$ cat config.mk
export PLATFORM = sky130hd
export DESIGN_NAME = decrypt_arbiter_flat
export DESIGN_NICKNAME = d
export VERILOG_FILES = /design/src/rtl/decrypt_arbiter_if.sv /design/src/rtl/decrypt_arbiter.sv /design/src/flat_wrapper.sv
export SDC_FILE = /design/constraint.sdc
export NUM_CORES = 1
export LEC_CHECK = 0
export ABC_AREA = 1
export CAP_MARGIN = 10
export CELL_PAD_IN_SITES_DETAIL_PLACEMENT = 0
export CELL_PAD_IN_SITES_GLOBAL_PLACEMENT = 1
export CORE_ASPECT_RATIO = 2
export CORE_MARGIN = 2
export CORE_UTILIZATION = 30
export CTS_CLUSTER_DIAMETER = 60
export DETAILED_ROUTE_END_ITERATION = 7
export PLACE_DENSITY_LB_ADDON = 0.1
export SETUP_SLACK_MARGIN = 0.15
export SLEW_MARGIN = 25
export SYNTH_ARGS = -nofsm -noshare
export SYNTH_HDL_FRONTEND = slang
export SYNTH_SLANG_ARGS = --single-unit
$ cat constraint.sdc
create_clock -name clk -period 2.8 [get_ports clk]
set_input_delay 0.56 -clock clk [delete_from_list [all_inputs] [get_ports clk]]
set_output_delay 0.56 -clock clk [all_outputs]
set_load 0.01 [all_outputs]
$ cat src/rtl/decrypt_arbiter_if.sv
// decrypt_arbiter_if: key load, two requester channels, output stage and counters of decrypt_arbiter
interface decrypt_arbiter_if #(
    parameter int CNT_W = 16
);
    logic             key_load;
    logic             key_chan;
    logic [7:0]       key_in;
    logic             valid_a;
    logic [7:0]       msg_a;
    logic             ready_a;
    logic             valid_b;
    logic [7:0]       msg_b;
    logic             ready_b;
    logic             out_valid;
    logic             out_ready;
    logic [7:0]       out_data;
    logic             out_chan;
    logic [CNT_W-1:0] cnt_a;
    logic [CNT_W-1:0] cnt_b;

    modport slave (
        input  key_load, key_chan, key_in, valid_a, msg_a, valid_b, msg_b, out_ready,
        output ready_a, ready_b, out_valid, out_data, out_chan, cnt_a, cnt_b
    );

    modport master (
        output key_load, key_chan, key_in, valid_a, msg_a, valid_b, msg_b, out_ready,
        input  ready_a, ready_b, out_valid, out_data, out_chan, cnt_a, cnt_b
    );
endinterface

$ cat src/rtl/decrypt_arbiter.sv
// decrypt_arbiter: round-robin sharing of one byte decryptor between two keyed channels
module decrypt_arbiter #(
    parameter logic [7:0] KEY_A_RST = 8'h00,
    parameter logic [7:0] KEY_B_RST = 8'h00,
    parameter int         CNT_W     = 16
) (
    input logic              clk,
    input logic              rst_n,
    decrypt_arbiter_if.slave bus
);
    typedef enum logic {EMPTY, FULL} state_t;

    state_t           state_q;
    logic [7:0]       key_a_q, key_b_q, data_q, mix, data_d;
    logic             last_b_q, chan_q, space, accept;
    logic [CNT_W-1:0] cnt_a_q, cnt_b_q;

    // lastGrant resets to B so A wins the first tie
    assign space       = state_q == EMPTY || bus.out_ready;
    assign bus.ready_a = space && bus.valid_a && (!bus.valid_b || last_b_q);
    assign bus.ready_b = space && bus.valid_b && (!bus.valid_a || !last_b_q);
    assign accept      = bus.ready_a || bus.ready_b;
    assign mix         = bus.ready_b ? bus.msg_b ^ key_b_q : bus.msg_a ^ key_a_q;
    assign data_d      = {bus.ready_b ? bus.msg_b[7] : bus.msg_a[7],
                          ~mix[6], mix[3], ~mix[4], mix[1], ~mix[2], mix[5], ~mix[0]};

    assign bus.out_valid = state_q == FULL;
    assign bus.out_data  = data_q;
    assign bus.out_chan  = chan_q;
    assign bus.cnt_a     = cnt_a_q;
    assign bus.cnt_b     = cnt_b_q;

    always_ff @(posedge clk or negedge rst_n) begin
        if (!rst_n) begin
            state_q  <= EMPTY;
            data_q   <= '0;
            chan_q   <= 1'b0;
            last_b_q <= 1'b1;
            key_a_q  <= KEY_A_RST;
            key_b_q  <= KEY_B_RST;
            cnt_a_q  <= '0;
            cnt_b_q  <= '0;
        end else begin
            if (bus.key_load && !bus.key_chan) key_a_q <= bus.key_in;
            if (bus.key_load && bus.key_chan) key_b_q <= bus.key_in;
            if (accept) begin
                state_q  <= FULL;
                data_q   <= data_d;
                chan_q   <= bus.ready_b;
                last_b_q <= bus.ready_b;
            end else if (bus.out_ready) begin
                state_q <= EMPTY;
            end
            if (bus.ready_a) cnt_a_q <= cnt_a_q + CNT_W'(1);
            if (bus.ready_b) cnt_b_q <= cnt_b_q + CNT_W'(1);
        end
    end
endmodule
$ cat src/flat_wrapper.sv
// flat-port wrapper written by rule: the top's interface ports become plain ports
module decrypt_arbiter_flat 
#(
    parameter logic [7:0] KEY_A_RST = 8'h00,
    parameter logic [7:0] KEY_B_RST = 8'h00,
    parameter int         CNT_W     = 16
)
  (clk, rst_n, bus_key_load, bus_key_chan, bus_key_in, bus_valid_a, bus_msg_a, bus_valid_b, bus_msg_b, bus_out_ready, bus_ready_a, bus_ready_b, bus_out_valid, bus_out_data, bus_out_chan, bus_cnt_a, bus_cnt_b);
  decrypt_arbiter_if #(.CNT_W(CNT_W)) bus_i ();
  input logic clk;
  input logic rst_n;
  input wire logic [$bits(bus_i.key_load)-1:0] bus_key_load;
  input wire logic [$bits(bus_i.key_chan)-1:0] bus_key_chan;
  input wire logic [$bits(bus_i.key_in)-1:0] bus_key_in;
  input wire logic [$bits(bus_i.valid_a)-1:0] bus_valid_a;
  input wire logic [$bits(bus_i.msg_a)-1:0] bus_msg_a;
  input wire logic [$bits(bus_i.valid_b)-1:0] bus_valid_b;
  input wire logic [$bits(bus_i.msg_b)-1:0] bus_msg_b;
  input wire logic [$bits(bus_i.out_ready)-1:0] bus_out_ready;
  output wire logic [$bits(bus_i.ready_a)-1:0] bus_ready_a;
  output wire logic [$bits(bus_i.ready_b)-1:0] bus_ready_b;
  output wire logic [$bits(bus_i.out_valid)-1:0] bus_out_valid;
  output wire logic [$bits(bus_i.out_data)-1:0] bus_out_data;
  output wire logic [$bits(bus_i.out_chan)-1:0] bus_out_chan;
  output wire logic [$bits(bus_i.cnt_a)-1:0] bus_cnt_a;
  output wire logic [$bits(bus_i.cnt_b)-1:0] bus_cnt_b;
  assign bus_i.key_load = bus_key_load;
  assign bus_i.key_chan = bus_key_chan;
  assign bus_i.key_in = bus_key_in;
  assign bus_i.valid_a = bus_valid_a;
  assign bus_i.msg_a = bus_msg_a;
  assign bus_i.valid_b = bus_valid_b;
  assign bus_i.msg_b = bus_msg_b;
  assign bus_i.out_ready = bus_out_ready;
  assign bus_ready_a = bus_i.ready_a;
  assign bus_ready_b = bus_i.ready_b;
  assign bus_out_valid = bus_i.out_valid;
  assign bus_out_data = bus_i.out_data;
  assign bus_out_chan = bus_i.out_chan;
  assign bus_cnt_a = bus_i.cnt_a;
  assign bus_cnt_b = bus_i.cnt_b;
  decrypt_arbiter #(.KEY_A_RST(KEY_A_RST), .KEY_B_RST(KEY_B_RST), .CNT_W(CNT_W)) u_core (.clk(clk), .rst_n(rst_n), .bus(bus_i));
endmodule
# After elaboration in Yosys (flattened, before gate mapping)

Cells that the tools add are included.

$add $sub $neg: 2
Multiply operators: 0
Div/mod/pow operators: 0
Order comparisons: 0
Eq/ne operators: 0
Shift-type cells: 0
Multiplexer cells: 4
Bitwise gates (word level): 7
Reduce and logical (&&, ||, !) cells: 15

Operator list:

| cell                    | count |
|---|---|
| $add A16 B1 Y16 const B | 2 |
| $xor A7 B7 Y7           | 2 |
| $mux W7                 | 1 |
| $logic_and A1 B1 Y1     | 6 |
| $not A1 Y1              | 5 |
| $logic_not A1 Y1        | 4 |
| $logic_or A1 B1 Y1      | 4 |
| $mux W1                 | 3 |
| $reduce_bool A2 Y1      | 1 |

Register bits after elaboration: 57
Latch bits: 0
Bits in writable memories: 0
ROM bits: 0
Bits of input ports: 31
Memories kept: 0

# Depth between registers and ports, before layout

Depth after elaboration: 6
Mapped depth: 9
Depth with buffers taken out: 8

# Worst setup path after synthesis

OpenSTA, ideal clock, no wires.

Path type: input to output
Start point: input bus_out_ready
End point: output bus_ready_b
Arrival: 1074 ps
Data required time: 2240 ps
Path slack: 1166 ps
Stages on the path: 5
Path buffers: 1
Cells stage by stage: inv_1 -> nand2_4 -> nand3_4 -> inv_2 -> buf_2

Cells in the longest elaborated chain, start to end: 3

Ends and longest elaborated chain:

| element                           | line                  | source |
|---|---|---|
| start: declaration                | flat_wrapper.sv:19    | `input wire logic [$bits(bus_i.out_ready)-1:0] bus_out_ready;` |
| $logic_or A1 B1 Y1                | decrypt_arbiter.sv:19 | `assign space = state_q == EMPTY \|\| bus.out_ready;` |
| $logic_and A1 B1 Y1 (2 in series) | decrypt_arbiter.sv:21 | `assign bus.ready_b = space && bus.valid_b && (!bus.valid_a \|\| !last_b_q);` |
| end: declaration                  | flat_wrapper.sv:21    | `output wire logic [$bits(bus_i.ready_b)-1:0] bus_ready_b;` |

Every way passes these cells.

# Final worst setup path

Start point: input bus_valid_a
End point: output bus_ready_a

Cells in the longest elaborated chain, start to end: 2

Ends and longest elaborated chain:

| element                           | line                  | source |
|---|---|---|
| start: declaration                | flat_wrapper.sv:15    | `input wire logic [$bits(bus_i.valid_a)-1:0] bus_valid_a;` |
| $logic_and A1 B1 Y1 (2 in series) | decrypt_arbiter.sv:20 | `assign bus.ready_a = space && bus.valid_a && (!bus.valid_b \|\| last_b_q);` |
| end: declaration                  | flat_wrapper.sv:20    | `output wire logic [$bits(bus_i.ready_a)-1:0] bus_ready_a;` |

Every way passes these cells.

==> flow_summary.ini <==
[routing]
ant_nets = 0
vias_per_cell = 4.34
drtIter0Drc = 102
drc_errors = 0
drt_pass1_iterations = 4
wl_um = 7210
vias = 2484
post_drt_wl_per_cell_um = 12.6

[sta]
period_minus_slack_ns = 2.57
tns_ns = 0
hold_violations = 0
relSlewSlack = 0.705
clock_skew_ns = 0.00386
drv_slew = 0
setup_violations = 0
min_period_over_period = 0.917
rsz0062_at_grt = false
worst_slew_pin_slew_ns = 0.442
timing.final.ws_setup_ns = 0.231
whs_ns = 0.138
timing.fmax_mhz = 389

[die]
die_x_um = 74.1
dieArea_um2 = 10700
start_util = 0.306
die_h_um = 144
pin_count = 75
core_area_um2 = 9640
fp-row-count = 51

[finish]
final_cell_mix = 122 x nand2_1, 72 x clkdlybuf4s50_1, 56 x dfrtp_1, 40 x inv_1, 23 x nor2_1
fin_nets = 470
final_layout_size_suffix_gt1_frac = 0.0816
antenna_cells = 0
seq_area_um2 = 1430
multiInputGateArea_um2 = 1320
nFillCells = 1009
utilization = 0.424
final_common_cell = nand2_1
finalInstanceArea_um2 = 4090
layout.cells.non_filler = 573
areaGrowthSynthToFinish_pct = 38.4

[cts]
postCtsSetupBuffers = 0
postCtsHoldBufs = 0
cts_resized = 0
cts_buffers = 9
cts_htree_levels = 3
cts.sinks = 57
cts_buffer_depth = 2
clk_root_buffer_cell = clkbuf_16
clk_pin_slew_worst_paths_ns = 0.05
cts_tree = done
clk-insertion-delay-late_ns = 0.32

[yosys]
yosys.area.top_type = dfrtp_1
synth.distinct_cells = 26
syn_avg_cell_area_um2 = 8.34
syn_inst = 354
netlist.area_leader.share = 0.475
synth_seq_cells = 57
yosysWarnings = 0
ys_seq_area_frac = 0.484
synth_nets = 387
synth_area_leaders = dfrtp_1 47%, nand2_1 16%, xor2_1 6.2%
synth_area_um2 = 2950

[global_routing]
track_usage = 0.149
grt_pass1_wl_um = 11800
grt_start_max_net_pins = 24
grt_pass1_vias = 2467
antenna_found_initial = 0
grt_overflow = 0

[hold_path]
holdCritPathClass = in2async

[placed_design]
place_worst_setup_slack_ns = 0.227
gp_congestion = 0.754
place_hpwl_um = 5590
port_buffers = 73
dpl_cell_area_um2 = 3830
dp_cells = 558

[worst_setup_path]
arrival_ns = 2.01
critPathSlowestCell = clkdlybuf4s50_1
crit_family = buffers and inverters
cp.required_ns = 2.24
crit_buf_inv = 3
worstSetupEndpointType = primary output
crit_chain = clkdlybuf4s50_1 > nand2_2 > nand2_2 > nand2_4 > inv_1 > clkdlybuf4s50_1
worstSetupPathType = in2out
start_kind = input port
r2r_slack_ns = 1.25
crit_path_max_incr_delay_ns = 0.57
worst-path-max-fanout = 4

[power_and_ir_drop]
p_sw_frac = 0.331
internal_power_mw = 2.18
p_clk_frac = 0.296
ir_drop_mv = 0.330
power.leakage_nw = 1.91
p_sw_mw = 1.08
powerDensity_nw_per_um2 = 799
total_power_mw = 3.27
p_seq_frac = 0.383
combPwrFrac = 0.321

[run]
max-cap-violations = 0

[outcome]
status = finished, final reports clean
-- cell type report --
| cell class | count | area share |
|---|---|---|
| Inverter | 42 | 0.0386 |
| Multi-Input combinational cell | 249 | 0.322 |
| Clock buffer | 15 | 0.0631 |
| Sequential cell | 57 | 0.349 |
| Tap cell | 132 | 0.0404 |
| Timing Repair Buffer | 78 | 0.187 |
-- per-layer routing --
| layer | vias to the layer above | part of all wire | GRT usage |
|---|---|---|---|
| met5 | - | 0 | 0 |
| met4 | 0 | 0.020 | 0.0660 |
| met3 | 11 | 0.041 | 0.0369 |
| met2 | 58 | 0.56 | 0.270 |
| met1 | 1145 | 0.38 | 0.158 |
| li1 | 1270 | - | - |
-- cells by family after synthesis --
kind of cell	share of synthesized area
xor gates and xnor gates	0.0920
AOI/OAI and AO/OA	0.0462
and+or+nand+nor	0.299
adders and majority gates	0.00848
buffers and inverters	0.0708
DFF	0.484
-- Yosys cell counts (all sizes together) --
cell type,instances
o21ai,16
nor2,31
nand2,129
dfstp,1
inv,42
ha,2
buf,4
nand3,21
o211ai,7
xor2,21
dfrtp,56
nand4,9
nand3b,2
nor3,1
xnor2,10
clkbuf,2
-- sequential cells by signal, summed over array words and instances, names as in the netlist --
name                  flops
u_core.key_a_q            7
u_core.bus.cnt_a         16
u_core.bus.out_chan       1
u_core.bus.cnt_b         16
u_core.bus.out_valid      1
u_core.bus.out_data       8
u_core.last_b_q           1
u_core.key_b_q            7
-- power by group through the flow --
stage	logic (mW)	clock network (mW)	registers [mW]
final	1.05	0.965	1.25
after global routing	1.18	1.03	1.28
after CTS	1.07	0.997	1.26
after detailed placement	1.07	0	1.27
after global placement	1.06	0	1.27
after floorplan	0.476	0	1.30
-- worst paths after layout --
path | from | endpoint | cells past startpoint
min | rst_n | u_core.bus.cnt_a[14] | 1
min in group clk | u_core.bus.out_data[7] | u_core.bus.out_data[7] | 2
max | bus_valid_a | bus_ready_a | 6
max reg2reg | u_core.last_b_q | u_core.bus.out_data[7] | 7
max in group asynchronous | rst_n | u_core.bus.cnt_a[2] | 2
min reg2reg | u_core.bus.out_data[7] | u_core.bus.out_data[7] | 2
(Power assumes the default switching activity.)
